[config.mk]
export PLATFORM = sky130hd
export DESIGN_NAME = pipe_stage_reg_flat
export DESIGN_NICKNAME = d
export VERILOG_FILES = /design/src/rtl/pipe_pkg.sv /design/src/rtl/pipe_stage_reg_if.sv /design/src/rtl/pipe_sat_counter.sv /design/src/rtl/pipe_stage_reg.sv /design/src/flat_wrapper.sv
export SDC_FILE = /design/constraint.sdc
export NUM_CORES = 1
export LEC_CHECK = 0
export BUFFER_PORTS_ARGS = -buffer_cell sky130_fd_sc_hd__buf_2
export CAP_MARGIN = 20
export CORE_UTILIZATION = 40
export CTS_CLUSTER_SIZE = 25
export DETAILED_ROUTE_END_ITERATION = 8
export SETUP_SLACK_MARGIN = 0.1
export SLEW_MARGIN = 15
export SYNTH_ARGS = -nofsm -noshare
export SYNTH_HDL_FRONTEND = slang
export SYNTH_SLANG_ARGS = --single-unit
[constraint.sdc]
create_clock -name clk -period 1.8 [get_ports clk]
set_input_delay 0.18 -clock clk [delete_from_list [all_inputs] [get_ports clk]]
set_output_delay 0.18 -clock clk [all_outputs]
set_load 0.01 [all_outputs]
[src/rtl/pipe_pkg.sv]
// Shared pipeline bundle definitions for the RISC-V core.
// Stage ctrl/data layouts and their widths.
package pipe_pkg;

  typedef enum logic [1:0] {
    RES_ALU = 2'd0,
    RES_MEM = 2'd1,
    RES_PC4 = 2'd2,
    RES_IMM = 2'd3
  } result_src_e;

  typedef struct packed {
    logic        pred_taken;
  } ifid_ctrl_t;

  typedef struct packed {
    logic [31:0] instr;
    logic [31:0] pc;
    logic [31:0] pc_plus4;
  } ifid_data_t;

  typedef struct packed {
    logic        reg_write;
    result_src_e result_src;
    logic        mem_write;
    logic        jump;
    logic        branch;
    logic        alu_src;
    logic [2:0]  alu_ctrl;
  } idex_ctrl_t;

  typedef struct packed {
    logic [31:0] rd1;
    logic [31:0] rd2;
    logic [31:0] pc;
    logic [4:0]  rd;
    logic [31:0] imm_ext;
    logic [31:0] pc_plus4;
  } idex_data_t;

  typedef struct packed {
    logic        reg_write;
    result_src_e result_src;
    logic        mem_write;
    logic [1:0]  mem_size;
    logic        mem_unsigned;
    logic        csr_write;
  } exmem_ctrl_t;

  typedef struct packed {
    logic [31:0] alu_result;
    logic [31:0] write_data;
    logic [4:0]  rd;
    logic [31:0] pc_plus4;
  } exmem_data_t;

  typedef struct packed {
    logic        reg_write;
    result_src_e result_src;
  } memwb_ctrl_t;

  typedef struct packed {
    logic [31:0] alu_result;
    logic [31:0] read_data;
    logic [4:0]  rd;
    logic [31:0] pc_plus4;
  } memwb_data_t;

  localparam int IFID_CTRL_W  = $bits(ifid_ctrl_t);
  localparam int IFID_DATA_W  = $bits(ifid_data_t);
  localparam int IDEX_CTRL_W  = $bits(idex_ctrl_t);
  localparam int IDEX_DATA_W  = $bits(idex_data_t);
  localparam int EXMEM_CTRL_W = $bits(exmem_ctrl_t);
  localparam int EXMEM_DATA_W = $bits(exmem_data_t);
  localparam int MEMWB_CTRL_W = $bits(memwb_ctrl_t);
  localparam int MEMWB_DATA_W = $bits(memwb_data_t);

endpackage

[src/rtl/pipe_stage_reg_if.sv]
// Valid/ready bundle link between two pipeline stages.
// master drives valid/ctrl/data, slave drives ready.
interface pipe_stage_reg_if
  import pipe_pkg::*;
#(
  parameter int CTRL_W = EXMEM_CTRL_W,
  parameter int DATA_W = EXMEM_DATA_W
);
  logic              valid;
  logic              ready;
  logic [CTRL_W-1:0] ctrl;
  logic [DATA_W-1:0] data;

  modport master (
    output valid, ctrl, data,
    input  ready
  );

  modport slave (
    input  valid, ctrl, data,
    output ready
  );
endinterface

[src/rtl/pipe_sat_counter.sv]
// Saturating up-counter with enable.
// Holds at all-ones instead of wrapping.
module pipe_sat_counter #(
  parameter int CNT_W = 16
) (
  input  logic             clk,
  input  logic             rst,
  input  logic             en,
  output logic [CNT_W-1:0] cnt
);

  // count enabled cycles, stick at the top value
  always_ff @(posedge clk) begin
    if (!rst) begin
      cnt <= '0;
    end else if (en && (cnt != '1)) begin
      cnt <= cnt + CNT_W'(1);
    end
  end

endmodule

[src/rtl/pipe_stage_reg.sv]
// Elastic inter-stage register with flush and stall counter.
// SKID=1 adds a second entry so in_ready is registered.
module pipe_stage_reg
  import pipe_pkg::*;
#(
  parameter int CTRL_W = EXMEM_CTRL_W,
  parameter int DATA_W = EXMEM_DATA_W,
  parameter int SKID   = 1,
  parameter int CNT_W  = 16
) (
  input  logic             clk,
  input  logic             rst,
  input  logic             flush,
  pipe_stage_reg_if.slave  up,
  pipe_stage_reg_if.master dn,
  output logic [CNT_W-1:0] stall_cnt
);

  logic              live;
  logic              m_v;
  logic [CTRL_W-1:0] m_c;
  logic [DATA_W-1:0] m_d;
  logic              acc;
  logic              emit;

  assign acc      = up.valid && up.ready;
  assign emit     = m_v && dn.ready;
  assign dn.valid = m_v;
  assign dn.ctrl  = m_v ? m_c : '0;
  assign dn.data  = m_d;

  // one cycle of quiet after reset before taking entries
  always_ff @(posedge clk) begin
    if (!rst) live <= 1'b0;
    else      live <= 1'b1;
  end

  if (SKID != 0) begin : g_skid
    logic              s_v;
    logic [CTRL_W-1:0] s_c;
    logic [DATA_W-1:0] s_d;

    assign up.ready = live && !s_v && !flush;

    // main/skid pair: skid only fills when main is stuck
    always_ff @(posedge clk) begin
      if (!rst) begin
        m_v <= 1'b0;
        s_v <= 1'b0;
        m_c <= '0;
        s_c <= '0;
        m_d <= '0;
        s_d <= '0;
      end else if (flush) begin
        m_v <= 1'b0;
        s_v <= 1'b0;
        m_c <= '0;
        s_c <= '0;
      end else begin
        unique case (1'b1)
          s_v && emit: begin
            m_c <= s_c;
            m_d <= s_d;
            s_v <= 1'b0;
          end
          acc && (!m_v || emit): begin
            m_v <= 1'b1;
            m_c <= up.ctrl;
            m_d <= up.data;
          end
          acc && m_v && !emit: begin
            s_v <= 1'b1;
            s_c <= up.ctrl;
            s_d <= up.data;
          end
          !s_v && !acc && emit: begin
            m_v <= 1'b0;
          end
          default: ;
        endcase
      end
    end
  end else begin : g_single
    assign up.ready = live && !flush && (!m_v || dn.ready);

    // single entry, refilled in the same cycle it drains
    always_ff @(posedge clk) begin
      if (!rst) begin
        m_v <= 1'b0;
        m_c <= '0;
        m_d <= '0;
      end else if (flush) begin
        m_v <= 1'b0;
        m_c <= '0;
      end else if (acc) begin
        m_v <= 1'b1;
        m_c <= up.ctrl;
        m_d <= up.data;
      end else if (emit) begin
        m_v <= 1'b0;
      end
    end
  end

  pipe_sat_counter #(
    .CNT_W (CNT_W)
  ) u_stall (
    .clk (clk),
    .rst (rst),
    .en  (m_v && !dn.ready),
    .cnt (stall_cnt)
  );

endmodule

[src/flat_wrapper.sv]
// flat-port wrapper written by rule: the top's interface ports become plain ports
module pipe_stage_reg_flat import pipe_pkg::*;
#(
  parameter int CTRL_W = EXMEM_CTRL_W,
  parameter int DATA_W = EXMEM_DATA_W,
  parameter int SKID   = 1,
  parameter int CNT_W  = 16
)
  (clk, rst, flush, stall_cnt, up_valid, up_ctrl, up_data, up_ready, dn_valid, dn_ctrl, dn_data, dn_ready);
  pipe_stage_reg_if #(.CTRL_W(CTRL_W), .DATA_W(DATA_W)) up_i ();
  pipe_stage_reg_if #(.CTRL_W(CTRL_W), .DATA_W(DATA_W)) dn_i ();
  input  logic clk;
  input  logic rst;
  input  logic flush;
  output logic [CNT_W-1:0] stall_cnt;
  input wire logic [$bits(up_i.valid)-1:0] up_valid;
  input wire logic [$bits(up_i.ctrl)-1:0] up_ctrl;
  input wire logic [$bits(up_i.data)-1:0] up_data;
  output wire logic [$bits(up_i.ready)-1:0] up_ready;
  output wire logic [$bits(dn_i.valid)-1:0] dn_valid;
  output wire logic [$bits(dn_i.ctrl)-1:0] dn_ctrl;
  output wire logic [$bits(dn_i.data)-1:0] dn_data;
  input wire logic [$bits(dn_i.ready)-1:0] dn_ready;
  assign up_i.valid = up_valid;
  assign up_i.ctrl = up_ctrl;
  assign up_i.data = up_data;
  assign up_ready = up_i.ready;
  assign dn_valid = dn_i.valid;
  assign dn_ctrl = dn_i.ctrl;
  assign dn_data = dn_i.data;
  assign dn_i.ready = dn_ready;
  pipe_stage_reg #(.CTRL_W(CTRL_W), .DATA_W(DATA_W), .SKID(SKID), .CNT_W(CNT_W)) u_core (.clk(clk), .rst(rst), .flush(flush), .up(up_i), .dn(dn_i), .stall_cnt(stall_cnt));
endmodule
* After elaboration in Yosys (flattened, before gate mapping) *
Index checks and enable logic that the tools add are counted.

word-level totals
  register bits = 237
  input port bits = 114
  output and inout bits = 127
  word-level logic and storage cells = 43

cells by class
  add/subtract/negate cells = 1
  equality and inequality tests = 1
  mux-type cells = 6
  bitwise gates (word level) = 2
  reductions and logical operators = 25

operators by type and width
  kind                   number
  $pmux 101 s2           1
  $add 16x1->16 const B  1
  $ne 16x16->1 const B   1
  $pmux 8 s2             1
  $logic_and 1x1->1      12
  $mux 8                 1
  $logic_not 1->1        6
  $reduce_bool 2->1      3
  $pmux 1 s2             2
  $reduce_and 2->1       2
  $not 1->1              2
  $reduce_or 2->1        1
  $logic_or 1x1->1       1
  $mux 1                 1

* Depth between registers and ports, before layout *
  word-level depth = 8
  depth in mapped cells = 8

* Hierarchy *
From an unflattened synthesis, not the netlist that was laid out.

unflattened totals
  cell total of the unflattened synthesis = 1017
  area total of the unflattened synthesis = 10017.1 um2

by module, submodules not included
  module            instances  cells an instance  area an instance (um2)  seq. area each (um2)
  pipe_stage_reg    1          920                9180.1                  4424.2
  pipe_sat_counter  1          97                 837.1                   320.3

* Least setup slack after synthesis *
Ideal clock, no wire load.

  kind = reg-to-reg
  start point = register u_core.u_stall.cnt[0]
  end point = register u_core.u_stall.cnt[10]
  arrival time = 1699 ps
  required time = 1728 ps
  slack = 29 ps
  stages on the path, launching flop included = 7
  path buffers = 1
  clock period less this slack = 1771 ps
  path through = dfxtp_1 > ha_1 > nand3_1 > or2_2 > clkbuf_1 > nor4b_1 > mux2i_1

on the way
  word-level cells in the longest chain between the ends = 2

RTL lines
  what                                                   RTL line                source
  start: declaration                                     pipe_sat_counter.sv:9   output logic [CNT_W-1:0] cnt
  start signal: assignment                               pipe_sat_counter.sv:17  cnt <= cnt + CNT_W'(1);
  branches (longest 2 deep; another with $add 16x1->16)  -

Parallel ways; which one is timed is not known.
A chain may end at the register's enable or synchronous reset.

* Final worst setup path *
  start point = register u_core.u_stall.cnt[3]
  end point = register u_core.u_stall.cnt[11]

The elaborated chain is that of the path after synthesis.

==> impl_metrics.yaml <==
sta:
  fin_setup_tns_ns: 0
  setup_viol_count_final: 0
  worst_pin_slew_ns: 0.415
  hold_viol_final: 0
  hold_ws_ns: 0.0323
  rsz0062_at_grt: "true"
  skew_ns: 0.00762
  slew_viol_final: 0
  period_needed_ns: 1.66
  slew_headroom_pct: 72.3
  finalCritPeriodShare_pct: 92.4
  max_freq_mhz: 601
min_path:
  whs_path_depth: 4
  hold_end: "u_core.dn.valid$_SDFFE_PP0P_"
  hp-start: "dn_ready"
  worstHoldPathType: "in2reg"
power:
  power_switching_mw: 2.66
  power_density_nw_per_um2: 920
  combPwrFrac_pct: 8.8
  clkPwrFrac_pct: 44.4
  p_leak_nw: 5.18
  netSwitchingFraction_pct: 22.9
  seq_power_share_pct: 46.8
  ir_drop_mv: 0.577
  power.internal_mw: 8.98
  total_power_mw: 11.6
clock_tree:
  path_clk_slew_ns: 0.06
  htreeDepth: 1
  root_buffer: "clkbuf_16"
  clock_path_buffers: 3
  tritoncts: "done"
  cts_sinks: 237
  numCtsBuffers: 25
  clock_latency_ns: 0.51
synth:
  synth_flop_cell: "dfxtp_1"
  synth_cell_types: 38
  ys_ff_latch: 237
  synth_edf_count: 0
  yosysSeqAreaShare_pct: 52.9
  yosys_warnings: 0
  async_reset_ff_share_pct: 0
  syn_avg_cell_area_sq_um: 8.23
  syn_inst: 1090
  syn_area_sq_um: 8970
  synthesis.nets: 1205
critical_path:
  setup.worst_path.class: "reg2reg"
  rr_startpoint: "u_core.u_stall.cnt[3]$_SDFFE_PN0P_"
  r2r_end: "u_core.u_stall.cnt[11]$_SDFFE_PN0P_"
  start_kind: "flip-flop"
  path_max_fanout: 7
  r2r_slack_ns: 0.14
  arrival_ns: 2.11
  crit_path_end_kind: "flip-flop"
  crit_slowest_cell: "or4b_1"
  crit_start: "u_core.u_stall.cnt[3]$_SDFFE_PN0P_"
  worstPathRequired_ns: 2.24
  rr_worst_depth: 4
  crit_chain: "nand2_1 -> or3_4 -> or4b_1 -> a21oi_1"
  crit_path_max_incr_delay_ns: 0.51
grt:
  grt_remaining_overflow: 0
  track_usage_pct: 22.8
  grt_pass1_vias: 8507
  gr-usage-met1_pct: 29.5
  top_usage_layer: "met2"
  use_met3_pct: 5.00
  grt_antenna_before_repair: 0
  use_met2_pct: 37.8
  grt_max_degree: 80
  grt_pass1_wl_mm: 42.4
route:
  wl_per_cell_microns: 16.3
  dr.pass1.iters: 5
  wl_mm: 27.9
  route.detailed.drc: 0
  first_iter_violations: 448
  viasPerCell: 5.23
  drtAntennaViolNets: 0
  num_vias: 8962
placement:
  port_buffers: 240
  gp_congestion: 0.851
  hpwl_mm: 16.2
floorplanning:
  start_util_pct: 41.0
  dieArea_sq_um: 23000
  die_h_microns: 152
  num_rows: 54
  die_w_microns: 152
  core_area_sq_um: 21900
  ios: 241
final_layout:
  final_cell_mix: "buf_2 (239), nand2_1 (236), dfxtp_1 (229)"
  nets: 1532
  drive_gt1_share_pct: 24.0
  fillers: 1973
  n_antenna_cell: 0
  area_delta_synth_final_pct: 41.0
  mostFrequentLayoutCell: "buf_2"
flow_run:
  max_cap_viol_count: 0
run_status:
  status: "complete, no violations"
## flip-flops by register name (all words and copies together) (netlist names)
name and flops:
u_core.dn.data 101, u_core.m_c 8, u_core.g_skid.s_c 8, u_core.dn.valid 1, u_core.live 1, u_core.g_skid.s_v 1, u_core.u_stall.cnt 16, u_core.g_skid.s_d 101
## cell type report
cell class	instances	area, sq um	share of cell area (%)
sequential	237	4760	37.6
multi-input combinational	761	3940	31.1
timing repair buffer	389	2770	21.9
clock buffer	36	737	5.83
tap	280	350	2.77
clock inverter	6	80.1	0.633
inverter	3	12.5	0.0989
## worst max-delay path: cells and delay by family, from the launching register on
| kind | cells | cell delay, ns |
|---|---|---|
| AOI/OAI and AO/OA | 1 | 0.16 |
| DFF | 1 | 0.41 |
| and+or+nand+nor | 3 | 1.02 |
## kinds of logic after synthesis
| family | share of synthesized area (%) |
|---|---|
| AOI/OAI and AO/OA | 18.2 |
| adders and majority gates | 0.139 |
| buffers and inverters | 4.32 |
| DFF | 52.9 |
| muxes | 1.90 |
| and+or+nand+nor | 22.5 |
## cells in the mapped netlist, drive strengths merged (2+ instances only)
| library cell | n | area [sq um] |
|---|---|---|
| and2 | 9 | 56.3 |
| nand2 | 238 | 893 |
| dfxtp | 237 | 4740 |
| nor4b | 2 | 17.5 |
| or4b | 2 | 20.0 |
| mux2i | 17 | 170 |
| nand4 | 2 | 12.5 |
| nor3 | 4 | 20.0 |
| inv | 3 | 11.3 |
| nor2 | 215 | 807 |
| nand3 | 5 | 25.0 |
| nand2b | 11 | 76.3 |
| a31oi | 2 | 12.5 |
| or2 | 3 | 18.8 |
| o21ai | 2 | 10.0 |
| a21oi | 117 | 586 |
| clkbuf | 63 | 236 |
| a211oi | 12 | 90.1 |
| o221ai | 101 | 885 |
| o41ai | 2 | 17.5 |
| buf | 28 | 140 |
| nor4 | 3 | 18.8 |
## metrics by stage
step | worst slack [ns] | std cells | cell area [sq um] | util [%]
2_1_floorplan | 0.104 | 1090 | 8980 | -
3_3_place_gp | 0.0766 | 1553 | 10600 | 48.4
3_5_place_dp | -0.0277 | 1553 | 10600 | 48.4
4_1_cts | 0.115 | 1705 | 12500 | 57.2
5_1_grt | 0.0518 | 1712 | 12600 | 57.8
6_report | 0.136 | 1712 | 12600 | 57.8
## what timing repair did
item                                    CTS  global route
buffers inserted                          0             3
cloned                                    0             4
endpoints found under the hold margin   168             0
hold buffers                            110             0
resized for setup                         2            17
endpoints found under the setup margin    5           111
## power groups by stage
stage	logic (mW)	registers (mW)	clock network [mW]
floorplan	0.349	5.61	0
global placement	0.817	5.55	0
detailed placement	0.821	5.55	0
CTS	1.01	5.44	5.28
global route	1.13	5.45	5.50
finish	1.03	5.44	5.17
## layer usage
metal | up-vias | share of wire (%) | wire [microns]
met2 | 288 | 46 | 12800
met1 | 4232 | 45 | 12500
met5 | - | 0 | 0
met3 | 48 | 7.0 | 1960
met4 | 0 | 2.1 | 577
li1 | 4394 | - | -
## worst max path at each step
stage                                                     end  slack [ns]  cells past startpoint
final                     u_core.u_stall.cnt[11]$_SDFFE_PN0P_        0.14                      4
after global routing          u_core.dn.data[79]$_SDFFE_PN0P_        0.05                      6
after floorplan            u_core.u_stall.cnt[9]$_SDFFE_PN0P_        0.10                      5
after global placement     u_core.u_stall.cnt[2]$_SDFFE_PN0P_        0.08                      5
after detailed placement   u_core.u_stall.cnt[2]$_SDFFE_PN0P_       -0.03                      5
after CTS                  u_core.u_stall.cnt[8]$_SDFFE_PN0P_        0.11                      5
No activity file was read; power rests on OpenSTA's default activity.
